**src/rtl/mastermind_pkg.sv**
```systemverilog
// mastermind_pkg: scorer state encoding and per-position feedback codes
package mastermind_pkg;
  typedef enum logic [1:0] {IDLE, EXACT, PARTIAL, DONE} state_t;
  localparam logic [1:0] FB_NONE    = 2'b00;
  localparam logic [1:0] FB_PARTIAL = 2'b01;
  localparam logic [1:0] FB_EXACT   = 2'b11;
endpackage

```
**src/rtl/guess_scorer_if.sv**
```systemverilog
// guess_scorer_if: operand, control and result bundle between a game controller and the scorer
interface guess_scorer_if #(parameter int N_POS = 4, parameter int SYM_W = 3);
  localparam int CW = $clog2(N_POS + 1);
  logic                   start;
  logic [N_POS*SYM_W-1:0] guess_val;
  logic [N_POS*SYM_W-1:0] secret_val;
  logic                   mode;
  logic                   game_over;
  logic [2*N_POS-1:0]     leds;
  logic                   busy;
  logic                   done;
  logic [CW-1:0]          exact_cnt;
  logic [CW-1:0]          partial_cnt;
  logic                   win;
  modport master (output start, guess_val, secret_val, mode, game_over,
                  input leds, busy, done, exact_cnt, partial_cnt, win);
  modport slave  (input start, guess_val, secret_val, mode, game_over,
                  output leds, busy, done, exact_cnt, partial_cnt, win);
endinterface

```
**src/rtl/blink_timer.sv**
```systemverilog
// blink_timer: free-running blink phase while enabled, parked on the lit phase otherwise
module blink_timer #(parameter int BLINK_DIV = 4) (
  input  logic clk,
  input  logic reset,
  input  logic enable,
  output logic blink_state
);
  localparam int TW = $clog2(BLINK_DIV + 1);
  logic [TW-1:0] timer;
  always_ff @(posedge clk or posedge reset)
    if (reset) begin
      timer       <= '0;
      blink_state <= 1'b0;
    end else if (!enable) begin
      timer       <= '0;
      blink_state <= 1'b1;
    end else if (timer == TW'(BLINK_DIV)) begin
      timer       <= '0;
      blink_state <= ~blink_state;
    end else begin
      timer <= timer + 1'b1;
    end
endmodule

```
**src/rtl/guess_scorer.sv**
```systemverilog
// guess_scorer: sequential Mastermind scoring (exact pass, then one partial lookup per cycle) with LED display
module guess_scorer import mastermind_pkg::*; #(
  parameter int N_POS     = 4,
  parameter int SYM_W     = 3,
  parameter int BLINK_DIV = 4
) (
  input logic           clk,
  input logic           reset,
  guess_scorer_if.slave bus
);
  localparam int CW = $clog2(N_POS + 1);
  localparam int IW = $clog2(N_POS);
  state_t                 state, nxt;
  logic [N_POS*SYM_W-1:0] g_q, s_q;
  logic                   mode_q, res_mode, load, hit, blink;
  logic [N_POS-1:0]       ex, ex_c, pa, used;
  logic [IW-1:0]          idx, hj;
  logic [2*N_POS-1:0]     fb, fb_c, summ;
  always_ff @(posedge clk or posedge reset)
    if (reset) state <= IDLE;
    else       state <= nxt;
  always_comb
    nxt = state == IDLE    ? (bus.start ? EXACT : IDLE) :
          state == EXACT   ? PARTIAL :
          state == PARTIAL ? (idx == '0 ? DONE : PARTIAL) : IDLE;
  always_comb begin
    bus.busy = state != IDLE;
    load     = state == DONE;
  end
  always_comb begin
    ex_c = '0;
    for (int i = 0; i < N_POS; i++)
      ex_c[i] = g_q[i*SYM_W +: SYM_W] == s_q[i*SYM_W +: SYM_W];
  end
  // ascending scan so the last hit is the highest unused matching secret index
  always_comb begin
    hit = 1'b0;
    hj  = '0;
    for (int j = 0; j < N_POS; j++)
      if (!used[j] && s_q[j*SYM_W +: SYM_W] == g_q[idx*SYM_W +: SYM_W]) begin
        hit = 1'b1;
        hj  = IW'(j);
      end
  end
  always_ff @(posedge clk or posedge reset)
    if (reset) begin
      g_q    <= '0;
      s_q    <= '0;
      mode_q <= 1'b0;
      ex     <= '0;
      pa     <= '0;
      used   <= '0;
      idx    <= '0;
    end else if (state == IDLE && bus.start) begin
      g_q    <= bus.guess_val;
      s_q    <= bus.secret_val;
      mode_q <= bus.mode;
    end else if (state == EXACT) begin
      ex   <= ex_c;
      used <= ex_c;
      pa   <= '0;
      idx  <= IW'(N_POS - 1);
    end else if (state == PARTIAL) begin
      if (!ex[idx] && hit) begin
        pa[idx]  <= 1'b1;
        used[hj] <= 1'b1;
      end
      idx <= idx - 1'b1;
    end
  always_comb begin
    fb_c = '0;
    for (int i = 0; i < N_POS; i++)
      fb_c[2*i +: 2] = ex[i] ? FB_EXACT : pa[i] ? FB_PARTIAL : FB_NONE;
  end
  always_ff @(posedge clk or posedge reset)
    if (reset) begin
      fb              <= '0;
      res_mode        <= 1'b0;
      bus.done        <= 1'b0;
      bus.exact_cnt   <= '0;
      bus.partial_cnt <= '0;
      bus.win         <= 1'b0;
    end else begin
      bus.done <= load;
      if (load) begin
        fb              <= fb_c;
        res_mode        <= mode_q;
        bus.exact_cnt   <= CW'($countones(ex));
        bus.partial_cnt <= CW'($countones(pa));
        bus.win         <= &ex;
      end
    end
  blink_timer #(.BLINK_DIV(BLINK_DIV)) u_blink (
    .clk         (clk),
    .reset       (reset),
    .enable      (bus.game_over),
    .blink_state (blink)
  );
  always_comb begin
    summ = '0;
    for (int i = 0; i < N_POS; i++) begin
      summ[i]         = CW'(i) < bus.partial_cnt;
      summ[N_POS + i] = CW'(i) < bus.exact_cnt;
    end
    bus.leds = bus.game_over ? {2*N_POS{blink}} : res_mode ? summ : fb;
  end
endmodule

```
**src/flat_wrapper.sv**
```systemverilog
// flat-port wrapper written by rule: the top's interface ports become plain ports
module guess_scorer_flat import mastermind_pkg::*;
#(
  parameter int N_POS     = 4,
  parameter int SYM_W     = 3,
  parameter int BLINK_DIV = 4
)
  (clk, reset, bus_start, bus_guess_val, bus_secret_val, bus_mode, bus_game_over, bus_leds, bus_busy, bus_done, bus_exact_cnt, bus_partial_cnt, bus_win);
  guess_scorer_if #(.N_POS(N_POS), .SYM_W(SYM_W)) bus_i ();
  input logic clk;
  input logic reset;
  input wire logic [$bits(bus_i.start)-1:0] bus_start;
  input wire logic [$bits(bus_i.guess_val)-1:0] bus_guess_val;
  input wire logic [$bits(bus_i.secret_val)-1:0] bus_secret_val;
  input wire logic [$bits(bus_i.mode)-1:0] bus_mode;
  input wire logic [$bits(bus_i.game_over)-1:0] bus_game_over;
  output wire logic [$bits(bus_i.leds)-1:0] bus_leds;
  output wire logic [$bits(bus_i.busy)-1:0] bus_busy;
  output wire logic [$bits(bus_i.done)-1:0] bus_done;
  output wire logic [$bits(bus_i.exact_cnt)-1:0] bus_exact_cnt;
  output wire logic [$bits(bus_i.partial_cnt)-1:0] bus_partial_cnt;
  output wire logic [$bits(bus_i.win)-1:0] bus_win;
  assign bus_i.start = bus_start;
  assign bus_i.guess_val = bus_guess_val;
  assign bus_i.secret_val = bus_secret_val;
  assign bus_i.mode = bus_mode;
  assign bus_i.game_over = bus_game_over;
  assign bus_leds = bus_i.leds;
  assign bus_busy = bus_i.busy;
  assign bus_done = bus_i.done;
  assign bus_exact_cnt = bus_i.exact_cnt;
  assign bus_partial_cnt = bus_i.partial_cnt;
  assign bus_win = bus_i.win;
  guess_scorer #(.N_POS(N_POS), .SYM_W(SYM_W), .BLINK_DIV(BLINK_DIV)) u_core (.clk(clk), .reset(reset), .bus(bus_i));
endmodule
```
**config.mk**
```make
export PLATFORM = sky130hd
export DESIGN_NAME = guess_scorer_flat
export DESIGN_NICKNAME = d
export VERILOG_FILES = /design/src/rtl/mastermind_pkg.sv /design/src/rtl/guess_scorer_if.sv /design/src/rtl/blink_timer.sv /design/src/rtl/guess_scorer.sv /design/src/flat_wrapper.sv
export SDC_FILE = /design/constraint.sdc
export NUM_CORES = 1
export LEC_CHECK = 0
export ABC_AREA = 1
export CAP_MARGIN = 20
export CORE_UTILIZATION = 52
export CTS_CLUSTER_DIAMETER = 100
export DETAILED_ROUTE_END_ITERATION = 12
export PLACE_DENSITY_LB_ADDON = 0.2
export SYNTH_ARGS = -nofsm -noshare
export SYNTH_HDL_FRONTEND = slang
export SYNTH_SLANG_ARGS = --single-unit
```
**constraint.sdc**
```tcl
create_clock -name clk -period 2.4 [get_ports clk]
set_input_delay 0.6 -clock clk [delete_from_list [all_inputs] [get_ports clk]]
set_output_delay 0.6 -clock clk [all_outputs]
set_load 0.05 [all_outputs]
```
======== Word level (Yosys, flattened, before mapping) ========
Cells that the tools add are included.
storage, ports and cells
  input port bits ......................... 29
  register bits ........................... 62
  output and inout bits ................... 17
cells by class
  equal/unequal tests ..................... 13
  order comparisons ....................... 12
  bitwise gates (word level) .............. 4
  muxes and demuxes ....................... 40
  shift operators ......................... 1
  $mul .................................... 1
  add/sub/neg operators ................... 8
  reductions and logical operators ........ 22
operator list
  operator             number
  $eq 3x3->1           8
  $mux 4               6
  $mux 2               11
  $mux 1               16
  $mux 8               2
  $lt 1x3->1 const A   4
  $lt 2x3->1 const A   4
  $shiftx 12x5->3      1
  $add 1x1->2          4
  $logic_and 1x1->1    8
  $or 4x4->4           2
  $add 3x3->3          2
  $lt 2x3->1 const B   2
  $mux 3               2
  $reduce_bool 2->1    3
  $logic_not 1->1      5
  $demux 1 s2          2
  $eq 2x2->1 const B   2
  $ge 2x1->1 const B   2
  $logic_not 2->1      2
  $mul 2x2->4 const B  1
  $reduce_and 2->1     2
  $reduce_and 4->1     1
  $add 3x1->3 const B  1
  7 further kinds      8

======== Depth between registers and ports, before layout ========
  depth after elaboration ................. 15
  mapped depth ............................ 16
  depth with buffers taken out ............ 14

======== Modules after synthesis ========
Synthesis repeated with hierarchy kept, for this count alone.
unflattened totals
  cells, all modules ...................... 404
  area, all modules ....................... 3429.5 um2
by module, submodules not included
  module        cells each  sequential area each (um2)  times used  area an instance (um2)
  guess_scorer  380         1451.4                      1           3231.8
  blink_timer   24          100.1                       1           197.7

======== Least setup slack after synthesis ========
Ideal clock, no wire load.
  path kind ............................... flip-flop to output port
  from .................................... reg u_core.bus.exact_cnt[2]
  to ...................................... out bus_leds[5]
  arrival ................................. 1.995 ns
  path buffers ............................ 0
  slack ................................... -0.195 ns
  cell stages (with the launch flop) ...... 5
  path through ............................ dfrtp_1 -> nor2_1 -> inv_1 -> o22ai_1 -> o21ai_0
on the way
  longest elaborated chain between the ends .. 3
ends and longest elaborated chain
  what                    RTL line               text
  start, declared         guess_scorer_if.sv:18  output leds, busy, done, exact_cnt, partial_cnt, win);
  start signal, assigned  guess_scorer.sv:88     bus.exact_cnt <= CW'($countones(ex));
  $lt 1x3->1              guess_scorer.sv:103    summ[N_POS + i] = CW'(i) < bus.exact_cnt;
  $mux 8 (2 in a row)     guess_scorer.sv:105    bus.leds = bus.game_over ? {2*N_POS{blink}} : res_mode ? summ : fb;
  end, declared           flat_wrapper.sv:17     output wire logic [$bits(bus_i.leds)-1:0] bus_leds;
No other way between the ends.

======== Final worst setup path ========
  from .................................... in bus_game_over
  to ...................................... out bus_leds[4]
on the way
  longest elaborated chain between the ends .. 1
ends and longest elaborated chain
  what             RTL line             text
  start, declared  flat_wrapper.sv:16   input wire logic [$bits(bus_i.game_over)-1:0] bus_game_over;
  $mux 8           guess_scorer.sv:105
No other way between the ends.

==> flow_metrics.py <==
metrics = {
    "floorplan": {
        "fp.dieArea_sq_um": 6870,
        "start_util_pct": 53.6,
        "die_w_microns": 82.9,
        "core-area_sq_um": 6350,
        "top_level_ports": 46,
        "chipHeight_microns": 82.9,
        "rows": 29,
    },
    "worst_setup_path": {
        "cp_top_family": "buffers and inverters",
        "slowest_stage": "clkdlybuf4s50_1",
        "cp_max_fo": 5,
        "critPathKind": "input port to primary output",
        "crit_path_end_kind": "primary output",
        "max_stage_delay_ns": 0.46,
        "rrSetupSlack_ns": 0.39,
        "path_buf_inv": 3,
        "required_ns": 1.80,
        "cp.arrival_ns": 1.69,
        "cp-start-kind": "input port",
        "cp_cell_sequence": "clkdlybuf4s50_1, inv_1, o21ai_0, o21ai_1, buf_12",
    },
    "logic_synthesis": {
        "ys_seq_area_share_pct": 45.6,
        "avgSynthCellArea_sq_um": 8.53,
        "syn_area_sq_um": 3400,
        "synth_area_leaders": "dfrtp_1 (46%), nand2_1 (14%), ha_1 (6.3%)",
        "yosysUniqueCellTypes": 31,
        "ys.warnings.count": 0,
        "syn_inst": 399,
        "synth_nets": 447,
        "synth.top_cell.area_share_pct": 45.6,
        "synth_seq_cells": 62,
        "synth_top_area_cell": "dfrtp_1",
    },
    "global_route": {
        "grt_pass1_vias": 2764,
        "grtUsageTotal_pct": 23.0,
        "grt-ovfl-total": 0,
        "grt_pass1_wl_microns": 12500,
        "antenna_found_initial": 0,
        "grt_max_degree": 40,
    },
    "cells_and_area": {
        "multi_input_comb_area_sq_um": 1670,
        "drive_gt1_share_pct": 14.5,
        "design_area_sq_um": 4240,
        "diodes": 0,
        "mostFrequentLayoutCells": "nand2_1 (123), dfrtp_1 (62), clkdlybuf4s50_1 (36), o21ai_0 (34), inv_1 (29)",
        "fillCellCount": 519,
        "layoutNonFillerInstCount": 532,
        "nets": 499,
        "layout_commonest_cell": "nand2_1",
        "area_growth_pct": 24.6,
        "post-route-util_pct": 66.8,
        "ff_latch_area_sq_um": 1550,
    },
    "cts": {
        "insertion_delay_ns": 0.35,
        "cts_max_level": 3,
        "cts_num_sinks": 62,
        "cts_buffer_depth": 2,
        "post_cts_buffers": 0,
        "cts_buffers": 9,
        "cts_tree": "built",
        "cts-root-buf": "clkbuf_8",
        "cts.repair.resized": 0,
        "cts_hold_buf": 0,
        "clk_pin_slew_ns": 0.07,
    },
    "timing": {
        "fmax_mhz": 436,
        "slew_violations": 0,
        "whs_ns": 0.435,
        "hold_viol": 0,
        "setup_viol": 0,
        "final.setup.worst_slack_ns": 0.109,
        "tns_ns": 0,
        "tightest_slew_ns": 0.715,
        "rsz0062_at_grt": "no",
        "finalCritPeriodShare_pct": 95.5,
        "clock_skew_ns": 0.00653,
        "fin_crit_ns": 2.29,
        "slew_headroom_pct": 52.3,
    },
    "routing": {
        "drt-vias-per-instance": 5.21,
        "met2_wirelength_microns": 3560,
        "wl_met3_microns": 236,
        "drt_first_pass_iters": 5,
        "wl_per_cell_microns": 13.2,
        "wl_met1_microns": 2980,
        "num_vias": 2774,
        "post-route-drc-count": 0,
        "antenna_left": 0,
        "maxUsedRoutingLayer": "met4",
        "totalWireLength_microns": 7020,
        "drt_iter0_drc": 105,
    },
    "pwr": {
        "peakVddDrop_mv": 0.787,
        "power.density_nw_per_um2": 1420,
        "power.total_mw": 6.03,
        "p_leak_nw": 2.10,
    },
    "placed_design": {
        "postPlaceCellArea_sq_um": 4050,
        "routabilityCongestion": 0.865,
        "dp_slack_ns": 0.101,
        "place_inst": 517,
        "dp_hpwl_microns": 5290,
        "port_buffers": 45,
    },
    "min_path": {
        "holdCritPathClass": "input port to async pin",
    },
    "status": {
        "status": "finished, final reports clean",
    },
    "run": {
        "cap_viol_max_count": 0,
    },
}
## worst register-to-register path: cells and delay by family, from the launching register on
| family | cells | cell delay (ns) |
|---|---|---|
| flops | 1 | 0.63 |
| buf+inv | 1 | 0.17 |
| simple gates | 12 | 1.12 |
## worst paths after layout
path | end | cells after the start | startpoint
worst max register to register | u_core.pa[0] | 13 | u_core.idx[0]
worst min register to register | u_core.u_blink.timer[0] | 1 | u_core.u_blink.timer[0]
worst max-delay path | bus_leds[4] | 5 | bus_game_over
max in group asynchronous | u_core.s_q[5] | 3 | reset
worst min-delay path | u_core.bus.done | 2 | reset
min in group clk | u_core.u_blink.timer[0] | 1 | u_core.u_blink.timer[0]
## cells in the mapped netlist
cell      number
mux2_2         9
xnor2_1       13
nor2_4         2
nand3_4        2
a21oi_1        3
nand2_4        5
clkinv_1       1
nand3_2        5
a22oi_1        1
inv_2          2
nand2_2        7
inv_4          1
nor2_1        28
nand3_1       22
nor2_2         2
nand4_1        4
nor3_1         2
clkbuf_1       7
o21ai_0       41
nand2_1      123
dfrtp_1       62
ha_1          17
xor2_1         1
nor4_1         1
fa_1           2
inv_1         30
buf_6          1
buf_8          1
buf_1          1
o22ai_1        2
mux2i_1        1
## logic make-up after synthesis
group | count (synthesis) | share of synthesized area (%)
flops | 62 | 45.6
simple gates | 203 | 27.6
buf+inv | 44 | 5.48
compound gates | 47 | 7.06
mux | 10 | 3.27
fa+ha+maj | 19 | 7.43
xor+xnor | 14 | 3.60
## report_power, final
group | internal (mW) | leakage [nW] | total, mW | switching (mW)
Clock | 0.494 | 0.102 | 0.897 | 0.403
Sequential | 1.49 | 0.784 | 2.00 | 0.506
Combinational | 1.23 | 1.21 | 3.14 | 1.91
Total | 3.21 | 2.10 | 6.03 | 2.82
## flip-flops by register name, indices dropped and copies added (netlist names), 2 cells and up
| signal | cells |
|---|---|
| u_core.used | 4 |
| u_core.bus.exact_cnt | 3 |
| u_core.s_q | 12 |
| u_core.g_q | 12 |
| u_core.state | 2 |
| u_core.pa | 4 |
| u_core.ex | 4 |
| u_core.bus.partial_cnt | 3 |
| u_core.idx | 2 |
| u_core.u_blink.timer | 3 |
| u_core.fb | 8 |
## layout make-up
type	count	area share, %
multi-input combinational	293	39.3
sequential	62	36.6
timing repair buffer	51	14.4
clock buffer	10	3.24
inverter	34	3.07
tap	77	2.27
clock inverter	5	1.18
## routing by layer
| layer | vias up | track usage [%] |
|---|---|---|
| met3 | 22 | 4.17 |
| met5 | - | 0 |
| met2 | 60 | 39.6 |
| met1 | 1309 | 26.9 |
| met4 | 0 | 13.2 |
| li1 | 1383 | - |
(Power assumes the default switching activity.)
